[src/rtl/alarm_pkg.sv]
// Shared types and constants for the alarm scheduler and tone sources.
package alarm_pkg;

  typedef enum logic [1:0] {
    ST_IDLE   = 2'd0,
    ST_CHIME  = 2'd1,
    ST_ALARM  = 2'd2,
    ST_SNOOZE = 2'd3
  } state_t;

  localparam int TONE_W    = 20;
  localparam int MEL_IDX_W = 5;

  // Buzzer periods in clock cycles for each note
  localparam logic [TONE_W-1:0] NOTE_A4   = 20'd113636;
  localparam logic [TONE_W-1:0] NOTE_G4   = 20'd127551;
  localparam logic [TONE_W-1:0] NOTE_F4   = 20'd143184;
  localparam logic [TONE_W-1:0] NOTE_E4   = 20'd151700;
  localparam logic [TONE_W-1:0] NOTE_D4   = 20'd170300;
  localparam logic [TONE_W-1:0] NOTE_C4   = 20'd191131;
  localparam logic [TONE_W-1:0] NOTE_BEEP = 20'd95556;
  localparam logic [TONE_W-1:0] REST      = '0;

  // Hourly beep count: 12-hour dial, midnight/noon sound twelve
  function automatic logic [3:0] chime_count(input logic [5:0] hr);
    logic [5:0] m;
    m = hr % 6'd12;
    if (m == 6'd0) return 4'd12;
    return m[3:0];
  endfunction

endpackage

[src/rtl/melody_rom.sv]
// Combinational melody table: note index to buzzer period, REST past the end.
module melody_rom
  import alarm_pkg::*;
(
  input  logic [MEL_IDX_W-1:0] idx,
  output logic [TONE_W-1:0]    period
);

  always_comb begin
    period = REST;
    case (idx)
      5'd0:  period = NOTE_C4;
      5'd1:  period = NOTE_C4;
      5'd2:  period = NOTE_G4;
      5'd3:  period = NOTE_G4;
      5'd4:  period = NOTE_A4;
      5'd5:  period = NOTE_A4;
      5'd6:  period = NOTE_G4;
      5'd7:  period = NOTE_F4;
      5'd8:  period = NOTE_F4;
      5'd9:  period = NOTE_E4;
      5'd10: period = NOTE_E4;
      5'd11: period = NOTE_D4;
      5'd12: period = NOTE_D4;
      5'd13: period = NOTE_C4;
      5'd14: period = NOTE_G4;
      5'd15: period = NOTE_G4;
      5'd16: period = NOTE_F4;
      5'd17: period = NOTE_F4;
      5'd18: period = NOTE_E4;
      default: period = REST;
    endcase
  end

endmodule

[src/rtl/alarm_sched.sv]
// Alarm clock scheduler: hourly chime, melody alarm and optional snooze.
// Define ALARM_SNOOZE_EN at build time to enable the snooze feature.
module alarm_sched
  import alarm_pkg::*;
#(
  parameter int MEL_LEN     = 19,
  parameter int RING_SECS   = 60,
  parameter int SNOOZE_SECS = 300
) (
  input  logic        clk,
  input  logic        rst_n,
  input  logic        tick_1hz,
  input  logic [5:0]  hour,
  input  logic [5:0]  min,
  input  logic [5:0]  sec,
  input  logic [5:0]  alhour,
  input  logic [5:0]  almin,
  input  logic        al_en,
  input  logic        stop_key,
  input  logic        snooze_key,
  output logic [19:0] tone,
  output logic        ring_on,
  output logic [1:0]  state_o
);

  localparam int RING_W = $clog2(RING_SECS + 1);

  state_t                state, state_nxt;
  logic [MEL_IDX_W-1:0]  note_idx, idx_nxt;
  logic [RING_W-1:0]     ring_cnt, ring_nxt;
  logic [3:0]            beeps_left, beeps_nxt;
  logic                  beep_ph, ph_nxt;
  logic [TONE_W-1:0]     mel_period, tone_nxt;
  logic                  ring_on_nxt;
  logic                  alarm_hit, chime_hit;

  assign alarm_hit = tick_1hz && al_en && (hour == alhour) && (min == almin) && (sec == 6'd0);
  assign chime_hit = tick_1hz && (min == 6'd0) && (sec == 6'd0);

`ifdef ALARM_SNOOZE_EN
  localparam int SNZ_W = $clog2(SNOOZE_SECS + 1);
  logic [SNZ_W-1:0] snz_cnt, snz_nxt;
`else
  logic snooze_unused;
  assign snooze_unused = snooze_key | (SNOOZE_SECS == 0);
`endif

  always_comb begin
    state_nxt = state;
    idx_nxt   = note_idx;
    ring_nxt  = ring_cnt;
    beeps_nxt = beeps_left;
    ph_nxt    = beep_ph;
`ifdef ALARM_SNOOZE_EN
    snz_nxt   = snz_cnt;
`endif
    if (stop_key || (!al_en && (state == ST_ALARM || state == ST_SNOOZE))) begin
      state_nxt = ST_IDLE;
      idx_nxt   = '0;
      ring_nxt  = '0;
      beeps_nxt = '0;
      ph_nxt    = 1'b0;
    end else if (alarm_hit && state != ST_ALARM) begin
      state_nxt = ST_ALARM;
      idx_nxt   = '0;
      ring_nxt  = '0;
      beeps_nxt = '0;
      ph_nxt    = 1'b0;
    end else begin
      case (state)
        ST_IDLE: begin
          if (chime_hit) begin
            state_nxt = ST_CHIME;
            beeps_nxt = chime_count(hour);
            ph_nxt    = 1'b1;
          end
        end
        // beep_ph high = beep sounding; the silent phase decides exit or next beep
        ST_CHIME: begin
          if (tick_1hz) begin
            if (beep_ph) begin
              ph_nxt = 1'b0;
            end else if (beeps_left <= 4'd1) begin
              state_nxt = ST_IDLE;
              beeps_nxt = '0;
            end else begin
              beeps_nxt = beeps_left - 4'd1;
              ph_nxt    = 1'b1;
            end
          end
        end
        ST_ALARM: begin
`ifdef ALARM_SNOOZE_EN
          if (snooze_key) begin
            state_nxt = ST_SNOOZE;
            snz_nxt   = '0;
          end else
`endif
          if (tick_1hz) begin
            if (ring_cnt == RING_W'(RING_SECS - 1)) begin
              state_nxt = ST_IDLE;
              idx_nxt   = '0;
              ring_nxt  = '0;
            end else begin
              idx_nxt  = (note_idx == MEL_IDX_W'(MEL_LEN - 1)) ? '0 : note_idx + MEL_IDX_W'(1);
              ring_nxt = ring_cnt + RING_W'(1);
            end
          end
        end
        ST_SNOOZE: begin
`ifdef ALARM_SNOOZE_EN
          if (tick_1hz) begin
            if (snz_cnt == SNZ_W'(SNOOZE_SECS - 1)) begin
              state_nxt = ST_ALARM;
              idx_nxt   = '0;
              ring_nxt  = '0;
              snz_nxt   = '0;
            end else begin
              snz_nxt = snz_cnt + SNZ_W'(1);
            end
          end
`else
          state_nxt = ST_IDLE;
`endif
        end
        default: state_nxt = ST_IDLE;
      endcase
    end
  end

  melody_rom u_rom (
    .idx    (idx_nxt),
    .period (mel_period)
  );

  // Outputs are computed from the next state so they update with the state register
  always_comb begin
    tone_nxt    = REST;
    ring_on_nxt = 1'b0;
    case (state_nxt)
      ST_ALARM: begin
        tone_nxt    = mel_period;
        ring_on_nxt = 1'b1;
      end
      ST_CHIME: begin
        tone_nxt    = ph_nxt ? NOTE_BEEP : REST;
        ring_on_nxt = 1'b1;
      end
      default: ;
    endcase
  end

  always_ff @(posedge clk or negedge rst_n) begin
    if (!rst_n) begin
      state      <= ST_IDLE;
      note_idx   <= '0;
      ring_cnt   <= '0;
      beeps_left <= '0;
      beep_ph    <= 1'b0;
      tone       <= '0;
      ring_on    <= 1'b0;
    end else begin
      state      <= state_nxt;
      note_idx   <= idx_nxt;
      ring_cnt   <= ring_nxt;
      beeps_left <= beeps_nxt;
      beep_ph    <= ph_nxt;
      tone       <= tone_nxt;
      ring_on    <= ring_on_nxt;
    end
  end

`ifdef ALARM_SNOOZE_EN
  always_ff @(posedge clk or negedge rst_n) begin
    if (!rst_n) snz_cnt <= '0;
    else        snz_cnt <= snz_nxt;
  end
`endif

  assign state_o = state;

endmodule

[config.mk]
export PLATFORM = sky130hd
export DESIGN_NAME = alarm_sched
export DESIGN_NICKNAME = d
export VERILOG_FILES = /design/src/rtl/alarm_pkg.sv /design/src/rtl/melody_rom.sv /design/src/rtl/alarm_sched.sv
export SDC_FILE = /design/constraint.sdc
export NUM_CORES = 1
export LEC_CHECK = 0
export ABC_AREA = 1
export CORE_MARGIN = 2
export CORE_UTILIZATION = 30
export CTS_CLUSTER_SIZE = 16
export DETAILED_ROUTE_END_ITERATION = 7
export SYNTH_ARGS = -nofsm -noshare
export SYNTH_HDL_FRONTEND = slang
export SYNTH_SLANG_ARGS = --single-unit
[constraint.sdc]
create_clock -name clk -period 2.6 [get_ports clk]
set_input_delay 0.26 -clock clk [delete_from_list [all_inputs] [get_ports clk]]
set_output_delay 0.26 -clock clk [all_outputs]
set_load 0.03 [all_outputs]
==> results of run 1 <==
[worst max-delay path: stages, from the launching register on]
cell and delay, ps:
dfrtp_1 400, inv_1 80, ha_1 180, o21ai_0 120
or2_2 330, nand2_1 100, o221ai_1 120, nand2_1 110
ha_1 270, nor2_4 140, buf_4 160, nand2_8 70
inv_4 70, nand2_2 60, nor2_1 130
[repair_timing]
action / in CTS / in global routing
setup buffers: 0 / 1
resized for setup: 0 / 5
endpoints found under the setup margin: 0 / 16
[layout make-up]
cell class,count,area (sq um),share of cell area (%)
multi-input combinational,287,1590,41.5
sequential,35,876,22.9
timing repair buffer,98,873,22.8
inverter,62,243,6.34
tap,108,135,3.53
clock buffer,5,68.8,1.80
clock inverter,3,43.8,1.14
[sequential cells by signal, summed over array words and instances (netlist names)]
name	count
tone	16
ring_cnt	6
note_idx	5
beeps_left	4
state_o	2
beep_ph	1
ring_on	1
[power groups by stage]
| stage | clock, uW | combinational (uW) | sequential, uW |
|---|---|---|---|
| finish | 497 | 176 | 544 |
| global route | 528 | 198 | 544 |
| CTS | 510 | 178 | 544 |
| detailed placement | 0 | 178 | 555 |
| global placement | 0 | 175 | 555 |
| floorplan | 0 | 69.1 | 555 |
[logic make-up (layout without fill, tap and decap cells)]
family	after synthesis	after routing
compound gates	40	40
xor+xnor	5	5
fa+ha+maj	14	14
buf+inv	70	168
flops	35	35
other cells	1	2
simple gates	226	226
[routing by layer]
| metal | routed length (microns) | part of all wire, % | GRT usage [%] | vias up |
|---|---|---|---|---|
| li1 | - | - | - | 1430 |
| met1 | 3290 | 48 | 19.1 | 1234 |
| met2 | 3260 | 48 | 24.3 | 44 |
| met3 | 196 | 2.9 | 2.37 | 7 |
| met4 | 66 | 0.97 | 3.48 | 0 |
| met5 | 0 | 0 | 0 | - |
[cell usage in the layout, fill, tap and decap left out, types with 2 or more instances in the layout]
| cell type | netlist | routed |
|---|---|---|
| o21ai_0 | 11 | 11 |
| a21oi_1 | 12 | 12 |
| nand3_2 | 3 | 3 |
| nor3_1 | 3 | 2 |
| nand2_1 | 116 | 115 |
| inv_4 | 2 | 2 |
| nand4_2 | 2 | 2 |
| nor4_1 | 2 | 2 |
| nor2_2 | 7 | 7 |
| nand2_4 | 3 | 3 |
| a211oi_1 | 4 | 4 |
| o21ai_2 | 3 | 3 |
| ha_1 | 14 | 14 |
| inv_2 | 5 | 6 |
| nand3_4 | 2 | 2 |
| o22ai_1 | 2 | 2 |
| nand2_2 | 10 | 11 |
| buf_4 | 6 | 43 |
| nor2_4 | 3 | 4 |
| clkbuf_8 | 0 | 5 |
| nand3_1 | 24 | 24 |
| xnor2_1 | 2 | 2 |
| xor2_1 | 3 | 3 |
| nor2_1 | 36 | 35 |
| clkdlybuf4s50_1 | 0 | 55 |
| conb_1 | 1 | 2 |
| dfrtp_1 | 35 | 35 |
| nand4_1 | 11 | 11 |
| inv_1 | 53 | 52 |
[stage by stage]
stage	setup slack [ps]	cell area, sq um	cells	total power, uW	hold slack (ps)
finish	175	3830	598	1220	376
global route	11.2	3830	598	1270	434
CTS	55.1	3810	597	1230	394
detailed placement	-95.7	3700	589	732	551
global placement	-23.3	3700	589	730	548
floorplan	90.8	2760	392	624	-35.6
[final timing paths]
| kind | start | to | slack [ps] |
|---|---|---|---|
| min reg2reg | ring_cnt[1] | ring_cnt[1] | 560 |
| max | beeps_left[0] | tone[5] | 180 |
| min | rst_n | note_idx[2] | 380 |
| max reg2reg | beeps_left[0] | tone[5] | 180 |
| max in group asynchronous | rst_n | state_o[0] | 1900 |
| min in group clk | ring_cnt[1] | ring_cnt[1] | 560 |
==> impl_metrics.ini, run 1 <==
[synth]
seq_area_frac_synth_pct = 31.7
synth_compound_area_share_pct = 9.39
yosys.area_share.simple_pct = 39.5
synthTopCellsByArea = dfrtp_1, nand2_1, inv_1
yosysMostFrequentCell = nand2_1
synth_area_per_cell_sq_um = 7.06
synth_xor_xnor_area_share_pct = 1.59
yosys_most_used_dff = dfrtp_1
synth_adder_area_share_pct = 6.35
synth_top_family_by_area = simple AND/OR/NAND/NOR gates
synth_cells = 391
synth_area_sq_um = 2760
synth-seq-cells = 35
async_reset_ff_share_pct = 100
synth_cell_types = 42
synth_top_area_share_pct = 31.7
synth_top_area_cell = dfrtp_1
synth.top_cells.by_count = nand2_1, inv_1, nor2_1, dfrtp_1, nand3_1
synth_edf_count = 0
yosysWarnings = 0
muxShareOfSynthArea_pct = 0

[cts]
cts_htree_levels = 2
clk_latency_ps = 300
cts_root_buf = clkbuf_8
cts_tree = yes
cts_made_buffers = 5
clockBufferDepth = 2
cts_hold_buf = 0
clkSlewWorstSetupHoldPaths_ps = 80
clock_sinks = 35

[power_and_ir_drop]
pwr-share-clk_pct = 40.8
power_switching_uw = 296
pwr-share-seq_pct = 44.7
swShare_pct = 24.3
powerDensity_nw_per_um2 = 318
internal_power_uw = 921
combPwrFrac_pct = 14.4
ir_drop_mv = 0.212
p_leak_uw = 0.00201

[floorplanning]
initial_core_util_pct = 31.3
core_area_sq_um = 8810
die_h_microns = 99.9
ios = 59
rows = 34
die_w_microns = 99.9
dieArea_sq_um = 9980

[sta]
hold_viol = 0
finalSetupViolations = 0
fmax_mhz = 412
fin_crit_sh_pct = 93.3
fin_crit_ps = 2420
final.setup.tns_ps = 0
rsz0062_at_grt = no
finalClockSkew_ps = 10.4
drv_slew = 0

[layout]
diodes = 0
post-route-util_pct = 43.5
n_fill_cell = 886
nNetsFinal = 539
syn_to_final_growth_pct = 38.9
drive_gt1_share_pct = 20.6

[grt]
overflow = 0
antenna_found_initial = 0
grt_max_degree = 36
grt_pass1_wl_mm = 11.6
first_global_vias = 2610
grtUsageTotal_pct = 14.3

[place]
dp_hpwl_mm = 5.55
gp_congestion = 0.913
portBuffers = 55

[outcome]
outcome = finished clean

[routing]
initialDrtViolationCount = 73
wirelength_mm = 6.81
wire_per_inst_microns = 11.4
postRouteAntennaNets = 0
drc_errors = 0
drt_first_pass_iters = 4
viasPerCell = 4.54
vias = 2715

[worst_setup_path]
end_kind = flop
required_ps = 2820
cp_max_fo = 4
reg2regPathDepth = 14
worst_setup_path_start_kind = flop
crit_arrival_ps = 2640
worstSetupPathType = reg2reg

[flow_run]
drv_cap = 0

[worst_hold_path]
hold_class = in2async
No activity file was read; power rests on OpenSTA's default activity.
==> run 2, diff against run 1 <==
CAP_MARGIN = 20   (was unset)
TNS_END_PERCENT = 50   (was unset)
==> results of run 2 <==
The final DEF is identical to that of run 1; final timing and power are the same.
